## src/rtl/operand_nibble_sequencer_pkg.sv

```systemverilog
// Shared encodings and widths for the operand nibble sequencer.
// The state values are fixed so that status decode and debug probes agree across the board top.
package operand_nibble_sequencer_pkg;
    localparam int OP_W  = 32;
    localparam int NIB_W = 4;

    typedef enum logic [1:0] {
        ST_LOAD_A = 2'd0,
        ST_LOAD_B = 2'd1,
        ST_DONE   = 2'd2
    } state_t;
endpackage

```

## src/rtl/operand_nibble_sequencer.sv

```systemverilog
// Assembles operands A and B MSB-nibble-first from debounced load pulses,
// in single (8 nibbles) or half (4 nibbles, upper 16 bits) format.
module operand_nibble_sequencer
    import operand_nibble_sequencer_pkg::*;
#(
    parameter int FULL_NIBBLES = 8,
    parameter int HALF_NIBBLES = 4
) (
    input  logic              clk,
    input  logic              rst_n,
    input  logic              load_pulse,
    input  logic              clear,
    input  logic              mode_fp,
    input  logic [NIB_W-1:0]  nibble_a,
    input  logic [NIB_W-1:0]  nibble_b,
    output logic [OP_W-1:0]   op_a,
    output logic [OP_W-1:0]   op_b,
    output logic              loading_a,
    output logic              loading_b,
    output logic              both_loaded,
    output logic [2:0]        nib_idx
);

    state_t     state, state_nxt;
    logic       mode_lat;
    logic [2:0] last_idx;
    logic       last_nib;
    logic [4:0] nib_hi;

    // 31 - 4*k for a 3-bit k, without any width juggling
    assign nib_hi   = {~nib_idx, 2'b11};
    assign last_idx = mode_lat ? 3'(FULL_NIBBLES - 1) : 3'(HALF_NIBBLES - 1);
    assign last_nib = (nib_idx == last_idx);

    always_comb begin
        state_nxt = state;
        case (state)
            ST_LOAD_A: if (load_pulse && last_nib) state_nxt = ST_LOAD_B;
            ST_LOAD_B: if (load_pulse && last_nib) state_nxt = ST_DONE;
            ST_DONE:   if (load_pulse)             state_nxt = ST_LOAD_A;
            default:                               state_nxt = ST_LOAD_A;
        endcase
        if (clear) state_nxt = ST_LOAD_A;
    end

    // Status flags are registered from the next state so they change with state itself.
    always_ff @(posedge clk or negedge rst_n) begin
        if (!rst_n) begin
            state       <= ST_LOAD_A;
            loading_a   <= 1'b1;
            loading_b   <= 1'b0;
            both_loaded <= 1'b0;
        end else begin
            state       <= state_nxt;
            loading_a   <= (state_nxt == ST_LOAD_A);
            loading_b   <= (state_nxt == ST_LOAD_B);
            both_loaded <= (state_nxt == ST_DONE);
        end
    end

    always_ff @(posedge clk or negedge rst_n) begin
        if (!rst_n) begin
            op_a     <= '0;
            op_b     <= '0;
            nib_idx  <= '0;
            mode_lat <= 1'b1;
        end else if (clear) begin
            op_a    <= '0;
            op_b    <= '0;
            nib_idx <= '0;
        end else if (load_pulse) begin
            case (state)
                ST_LOAD_A: begin
                    op_a[nib_hi -: NIB_W] <= nibble_a;
                    if (nib_idx == 3'd0) mode_lat <= mode_fp;
                    nib_idx <= last_nib ? 3'd0 : nib_idx + 3'd1;
                end
                ST_LOAD_B: begin
                    op_b[nib_hi -: NIB_W] <= nibble_b;
                    nib_idx <= last_nib ? 3'd0 : nib_idx + 3'd1;
                end
                ST_DONE: begin
                    // Restart: this pulse is already the first nibble of the new A.
                    op_a     <= {nibble_a, {(OP_W-NIB_W){1'b0}}};
                    op_b     <= '0;
                    mode_lat <= mode_fp;
                    nib_idx  <= 3'd1;
                end
                default: nib_idx <= 3'd0;
            endcase
        end
    end

endmodule

```

## config.mk

```make
export PLATFORM = sky130hd
export DESIGN_NAME = operand_nibble_sequencer
export DESIGN_NICKNAME = d
export VERILOG_FILES = /design/src/rtl/operand_nibble_sequencer_pkg.sv /design/src/rtl/operand_nibble_sequencer.sv
export SDC_FILE = /design/constraint.sdc
export NUM_CORES = 1
export LEC_CHECK = 0
export ABC_AREA = 1
export CAP_MARGIN = 20
export CELL_PAD_IN_SITES_DETAIL_PLACEMENT = 0
export CELL_PAD_IN_SITES_GLOBAL_PLACEMENT = 1
export CORE_MARGIN = 2
export CORE_UTILIZATION = 41
export CTS_BUF_LIST = sky130_fd_sc_hd__clkbuf_4 sky130_fd_sc_hd__clkbuf_8
export CTS_CLUSTER_SIZE = 25
export DETAILED_ROUTE_END_ITERATION = 7
export HOLD_SLACK_MARGIN = 0.08
export PLACE_DENSITY = 0.84
export SETUP_SLACK_MARGIN = 0.3
export SYNTH_ARGS = -nofsm -noshare
export SYNTH_HDL_FRONTEND = slang
export SYNTH_SLANG_ARGS = --single-unit
```

## constraint.sdc

```tcl
create_clock -name clk -period 4.2 [get_ports clk]
set_input_delay 0.42 -clock clk [delete_from_list [all_inputs] [get_ports clk]]
set_output_delay 0.42 -clock clk [all_outputs]
set_load 0.02 [all_outputs]
```

==> summary.md, run 1 <==
| Metric | Value |
|---|---|
| # IOs | `83` |
| Register area share after synthesis | `0.515` |
| Maximum vdd drop | `0.000181 V` |
| Power Total | `1.63 mW` |
| Syn nets | `460` |
| Total number of vias | `3188` |
| Clk_skew | `7.60 ps` |
| Die width | `97.1 um` |
| Worst Tran Pin Value | `643 ps` |
| Startpoint types | `flip-flop` |
| Pwr Density | `346 nW/um^2` |
| Gate power share | `0.157` |
| Drt initial violations | `192` |
| Largest family of logic cells by synthesized area | `simple AND/OR/NAND/NOR gates` |
| Worst skew pair latency | `350 ps` |
| Avg Synthesized Cell Area | `8.05 um^2` |
| CP max stage delay | `580 ps` |
| Area after DPL | `4470 um^2` |
| First-pass GRT wire length | `15700 um` |
| Worst Hold Class | `flip-flop to flip-flop` |
| Post-CTS sizing | `0` |
| Gpl congestion | `0.869` |
| Clk pin slew, worst setup/hold paths | `80 ps` |
| CP top delay family | `simple AND/OR/NAND/NOR gates` |
| Root Buffer Master | `clkbuf_8` |
| Post-route ant nets | `0` |
| # fillers | `819` |
| Critical Path RT | `4480 ps` |
| First drt pass iteration count | `4` |
| Total congestion overflow | `0` |
| Layout area overhead | `32.4%` |
| Multiplexer share of the synthesized area | `0` |
| Hold Fails Final Rpt | `0` |
| Final non-filler cell total | `636` |
| Synth Register Bits | `73` |
| CP cell instances | `inv_1 -> ha_1 -> nand2_1 -> nand2_1 -> nand2_1 -> nor2_1 -> nand2_1 -> o21ai_1` |
| Vert. Die Dim | `97.1 um` |
| Fin crit share | `0.549` |
| Antenna cells | `0` |
| # Post-CTS Setup Buffers | `0` |
| Kind of critical path | `flip-flop to flip-flop` |
| Max Clk Rate | `0.434 GHz` |
| H-tree depth | `3` |
| Ys async rst share | `1.00` |
| Clk network pwr share | `0.383` |
| MaxCap Viol Count | `0` |
| Area of the mapped netlist | `3550 um^2` |
| Pint | `1.16 mW` |
| Crit-path max FO | `22` |
| Critical path's most frequent cell | `nand2_1` |
| Placement Setup Slack | `1860 ps` |
| Via/cell ratio | `5.01` |
| Predominant post-synthesis flop cell | `dfrtp_1` |
| Core Region | `8300 um^2` |
| # rows | `33` |
| Synth Warn # | `0` |
| Critical Path Slowest Stage Cell | `dfrtp_1` |
| Total Wirelength | `9340 um` |
| Clk sink count | `73` |
| Port Buf Inserts | `82` |
| Worst slew margin | `0.571` |
| Initial Util | `0.428` |
| Synth Area in Adders | `0.0211` |
| Cells after Synth | `441` |
| Largest net degree at the start of global routing | `40` |
| Drt drc | `0` |
| Dpl hpwl | `6940 um` |
| Number of global-route vias before repair | `3131` |
| Total track usage | `0.206` |
| Max clock buf depth | `2` |
| Reg power frac | `0.460` |
| Simple-gate share of the synthesized area | `0.345` |
| Layout cells sized above 1 | `0.0885` |
| Inst Count DP | `619` |
| Max-slew violations | `0` |
| Drt wl/cell | `14.7 um` |
| Fin crit period | `2310 ps` |
| Net Sw Power | `461 uW` |
| Min setup slack post-route | `1890 ps` |
| Count of cell types in the netlist | `28` |
| CTS buffer count | `9` |
| Initial antenna violation count | `0` |
| Post-synth EDFFs | `0` |
| CP arrival | `2590 ps` |
| CTS tree | `done` |
| DIE AREA | `9420 um^2` |
| CP endpoint kind | `flip-flop` |
| Sw frac | `0.284` |
| Final setup fails | `0` |
| Status | `finished, final reports clean` |
| Post-Synth XOR/XNOR Area | `0` |
| Cell area after layout | `4700 um^2` |
| RSZ-0062 raised after global routing | `false` |
| Setup tns final | `0 ps` |
| Post-synthesis compound-gate area fraction | `0.0736` |
| Nets | `545` |
| CP bufs+invs | `1` |
| Leak Pwr | `2.22 nW` |
-- worst min-delay path, stage by stage, from the launching register on --
cell and delay [ps]:
dfrtp_1 350, nand2_1 50, nand2_1 50
-- final timing paths --
kind	start	slack [ps]	end	cells after the start
max	nib_idx[1]$_DFFE_PN0N_	1890	mode_lat$_DFFE_PN1P_	8
min	op_a[20]$_DFFE_PN0P_	480	op_a[20]$_DFFE_PN0P_	2
max reg2reg	nib_idx[1]$_DFFE_PN0N_	1890	mode_lat$_DFFE_PN1P_	8
min reg2reg	op_a[20]$_DFFE_PN0P_	480	op_a[20]$_DFFE_PN0P_	2
max in group asynchronous	rst_n	3110	op_b[5]$_DFFE_PN0P_	3
min in group asynchronous	rst_n	490	op_b[29]$_DFFE_PN0P_	2
-- power by group through the flow --
stage	Sequential [mW]	Clock [mW]	Combinational, mW
after floorplan	0.775	0	0.134
after global placement	0.760	0	0.251
after detailed placement	0.761	0	0.254
after CTS	0.748	0.634	0.256
after global routing	0.751	0.662	0.284
final	0.747	0.624	0.255
-- through the flow --
stage          hold WS [ps]  utilization
6_report                477        0.567
5_1_grt                 493        0.567
4_1_cts                 484        0.567
3_5_place_dp            330        0.538
3_3_place_gp            460        0.536
2_1_floorplan           124            -
-- layout by cell type (no fill, tap or decap) --
| master | synthesis | layout |
|---|---|---|
| nand2_4 | 1 | 1 |
| dfrtp_1 | 71 | 71 |
| clkdlybuf4s50_1 | 0 | 81 |
| nor2_4 | 6 | 6 |
| nand3_1 | 41 | 41 |
| clkbuf_8 | 0 | 10 |
| o21ai_4 | 1 | 1 |
| bufinv_16 | 0 | 2 |
| nor2_1 | 34 | 34 |
| o21ai_1 | 1 | 1 |
| a21boi_0 | 2 | 2 |
| a21oi_4 | 2 | 2 |
| o21ai_0 | 24 | 24 |
| buf_4 | 2 | 1 |
| inv_1 | 23 | 23 |
| o22ai_1 | 2 | 2 |
| nand3_2 | 1 | 1 |
| nand4_1 | 4 | 4 |
| dfstp_2 | 2 | 2 |
| dlygate4sd3_1 | 0 | 1 |
| ha_1 | 6 | 6 |
| nand2_1 | 184 | 184 |
| buf_12 | 0 | 1 |
| o31ai_1 | 4 | 4 |
| buf_2 | 2 | 1 |
| nor3_4 | 2 | 2 |
| nor2_2 | 5 | 5 |
| nand2_2 | 4 | 4 |
| inv_2 | 4 | 4 |
| clkbuf_4 | 0 | 1 |
| a21oi_1 | 6 | 6 |
| clkinv_2 | 0 | 2 |
| clkinv_4 | 0 | 1 |
-- area by class of cell --
cell class / count / area, um^2 / area share
clock buffers: 11 / 145 / 0.0309
multi-input cells: 330 / 1560 / 0.332
inverters: 27 / 101 / 0.0216
repair buffers: 85 / 853 / 0.181
clock inverters: 5 / 78.8 / 0.0168
well taps: 105 / 131 / 0.0279
flip-flops and latches: 73 / 1830 / 0.389
-- synth_stat cells, types with 5 or more instances --
| cell | count | area [um^2] |
|---|---|---|
| nand2_1 | 184 | 691 |
| dfrtp_1 | 71 | 1780 |
| nand3_1 | 41 | 205 |
| nor2_1 | 34 | 128 |
| o21ai_0 | 24 | 120 |
| inv_1 | 23 | 86.3 |
| a21oi_1 | 6 | 30.0 |
| ha_1 | 6 | 75.1 |
| nor2_4 | 6 | 67.6 |
| nor2_2 | 5 | 31.3 |
-- registers in the layout (all words and copies together) (netlist names) --
| name | flops |
|---|---|
| both_loaded | 1 |
| loading_a | 1 |
| loading_b | 1 |
| mode_lat | 1 |
| nib_idx | 3 |
| op_a | 32 |
| op_b | 32 |
| state | 2 |
-- logic make-up (layout without fill, tap and decap cells) --
group,count (synthesis),in the layout
buffers and inverters,38,128
AND/OR/NAND/NOR,282,282
flip-flops,73,73
adder cells (fa/ha/maj),6,6
AO/OA/AOI/OAI,42,42
-- what timing repair did --
item | 4_1_cts | 5_1_grt
hold endpoints to repair | 10 | 0
endpoints found under the setup margin | 0 | 0
hold buffers | 1 | 0
-- layer usage --
layer | up-vias | track usage | wire (um)
li1 | 1571 | - | -
met1 | 1515 | 0.283 | 4420
met2 | 86 | 0.328 | 4320
met3 | 16 | 0.0396 | 413
met4 | 0 | 0.0737 | 190
met5 | - | 0 | 0
Note: power is estimated with default switching activity, not from simulation.
==> run 2: changes to the inputs <==
CORE_UTILIZATION = 34   (was 41)
PLACE_DENSITY = 0.74   (was 0.84)
clock period = 2.1 ns   (was 4.2 ns; I/O delays follow)
==> run 2 against run 1 <==
  * Power grew 110%
  * Sequential power grew 98%
  * Largest power group unchanged
  * First-iteration DRC count shrank 24%
  * Via count grew 0.28%
  * Sequential share of layout area shrank 1.5 points
  * Sequential cell count is the same
==> summary.md, run 2 (synthesis gave the netlist of run 1 again) <==
| Metric | Value |
|---|---|
| Layout area overhead | `37.8%` |
| Post-route ant nets | `0 (unchanged)` |
| Drt initial violations | `145 (-24%)` |
| Commonest non-fill, non-tap cells in the layout | `nand2_1 (184), clkdlybuf4s50_1 (79), dfrtp_1 (70), nand3_1 (41), nor2_1 (33)` |
| # IOs | `83 (unchanged)` |
| Total number of vias | `3197 (+0.28%)` |
| Vert. Die Dim | `106 um (+9.4%)` |
| CP bufs+invs | `2 (+1)` |
| Drt drc | `0 (unchanged)` |
| Setup tns final | `0 ps (unchanged)` |
| Initial Util | `0.347 (-0.0808)` |
| Critical path's most frequent cell | `nand2_1` |
| Gpl congestion | `0.904 (+4.0%)` |
| Hold Fails Final Rpt | `0 (unchanged)` |
| Clk pin slew, worst setup/hold paths | `80 ps (about the same)` |
| Leak Pwr | `2.31 nW (+4.1%)` |
| Critical Path Slowest Stage Cell | `dfrtp_2` |
| Startpoint types | `flip-flop` |
| RSZ-0062 raised after global routing | `true` |
| Total track usage | `0.180 (-0.0259)` |
| Register area | `1830 um^2 (about the same)` |
| CP endpoint kind | `flip-flop` |
| Status | `finished, final reports clean` |
| First-pass GRT wire length | `15900 um (+1.3%)` |
| H-tree depth | `3 (unchanged)` |
| Max clock buf depth | `2 (unchanged)` |
| Worst Tran Pin Value | `466 ps (-177 ps)` |
| # rows | `37 (+12%)` |
| First drt pass iteration count | `4 (unchanged)` |
| Die width | `106 um (+9.4%)` |
| Final setup fails | `0 (unchanged)` |
| CP cell instances | `inv_1 -> ha_1 -> nand2_1 -> inv_1 -> nand2_1 -> o21ai_0 -> nand2_1 -> nand2_1` |
| Hold slack | `207 ps (-270 ps)` |
| Largest net degree at the start of global routing | `43 (+7.5%)` |
| Post-Route Utilization | `0.478 (-0.0883)` |
| Dpl hpwl | `7290 um (+5.0%)` |
| Worst skew pair latency | `340 ps (about the same)` |
| Worst slew margin | `0.689 (+0.119)` |
| Fin crit period | `1680 ps (-626 ps)` |
| Max-slew violations | `0 (unchanged)` |
| CP arrival | `1970 ps (-620 ps)` |
| Maximum vdd drop | `0.000373 V (+110%)` |
| Core Region | `10200 um^2 (+23%)` |
| Total congestion overflow | `0 (unchanged)` |
| CP max stage delay | `460 ps (-120 ps)` |
| Antenna cells | `0 (unchanged)` |
| Number of global-route vias before repair | `3108 (-0.73%)` |
| MaxCap Viol Count | `0 (unchanged)` |
| Fin crit share | `0.800 (+0.251)` |
| Commonest non-fill, non-tap cell in the layout | `nand2_1` |
| # Post-CTS Setup Buffers | `0 (unchanged)` |
| Critical Path RT | `2390 ps (-2090 ps)` |
| CTS buffer count | `9 (unchanged)` |
| Largest registers | `op_a (32), op_b (32), nib_idx (3)` |
| Clk_skew | `9.36 ps (+1.76 ps)` |
| DIE AREA | `11300 um^2 (+20%)` |
| Root Buffer Master | `clkbuf_8` |
| CP top delay family | `flip-flops` |
| Via/cell ratio | `4.69 (-6.3%)` |
| Kind of critical path | `flip-flop to flip-flop` |
| Drt wl/cell | `14.2 um (-3.5%)` |
| Layout cells sized above 1 | `0.119 (+0.0308)` |
| Total Wirelength | `9650 um (+3.3%)` |
| Max Clk Rate | `0.595 GHz (+37%)` |
| # fillers | `1008 (+23%)` |
| Clk sink count | `73 (unchanged)` |
| Area of the multi-input gates | `1570 um^2 (+0.64%)` |
| Port Buf Inserts | `82 (unchanged)` |
| Initial antenna violation count | `0 (unchanged)` |
| Power Total | `3.34 mW (+110%)` |
| Nets | `559 (+2.6%)` |
| Pwr Density | `682 nW/um^2 (+97%)` |
| Crit-path max FO | `8 (-64%)` |
| Worst Hold Class | `primary input to asynchronous set/reset pin` |
| CTS tree | `done` |
## run 2: worst reg2reg max path: stages (launching register included)
cell and delay, ps:
dfrtp_2 460, inv_1 230, ha_1 220, nand2_1 70, inv_1 150, nand2_1 120, o21ai_0 220, nand2_1 80
nand2_1 70
## run 2: per-stage QoR
stage                     std cells  worst slack, ps  area, um^2
after floorplan                 441              405        3550
after global placement          664              303        4640
after detailed placement        664              274        4640
after CTS                       681              340        4880
after global routing            681              265        4890
final                           681              420        4890
## run 2: per-layer routing
layer  track usage  routed length, um
met1         0.258               4730
met2         0.275               4360
met3        0.0399                429
met4        0.0526                131
met5             0                  0
## run 2: worst paths after layout
path | cells after the start | slack (ps) | startpoint | end
setup reg to reg | 8 | 420 | nib_idx[1]$_DFFE_PN0N_ | op_a[28]$_DFFE_PN0P_
max in group asynchronous | 3 | 1440 | rst_n | op_a[9]$_DFFE_PN0P_
hold reg to reg | 2 | 480 | op_b[4]$_DFFE_PN0P_ | op_b[4]$_DFFE_PN0P_
hold / removal | 2 | 210 | rst_n | op_a[13]$_DFFE_PN0P_
min in group clk | 3 | 370 | mode_fp | mode_lat$_DFFE_PN1P_
setup / recovery | 8 | 420 | nib_idx[1]$_DFFE_PN0N_ | op_a[28]$_DFFE_PN0P_
## run 2: area by class of cell
cell class | count | area share
Clock inverter | 4 | 0.0153
Tap cell | 136 | 0.0348
Timing Repair Buffer | 99 | 0.201
Multi-Input combinational cell | 330 | 0.321
Clock buffer | 12 | 0.0325
Sequential cell | 73 | 0.374
Inverter | 27 | 0.0207
## run 2: repair_timing
item | 4_1_cts | 5_1_grt
hold endpoints to repair | 71 | 0
gates resized for setup | 2 | 5
hold buffers | 1 | 0
endpoints found under the setup margin | 1 | 19
## run 2: where the power goes
part	leakage, nW	internal, mW	switching, mW
Sequential	1.01	1.45	0.0315
Combinational	1.19	0.201	0.366
Clock	0.112	0.748	0.542
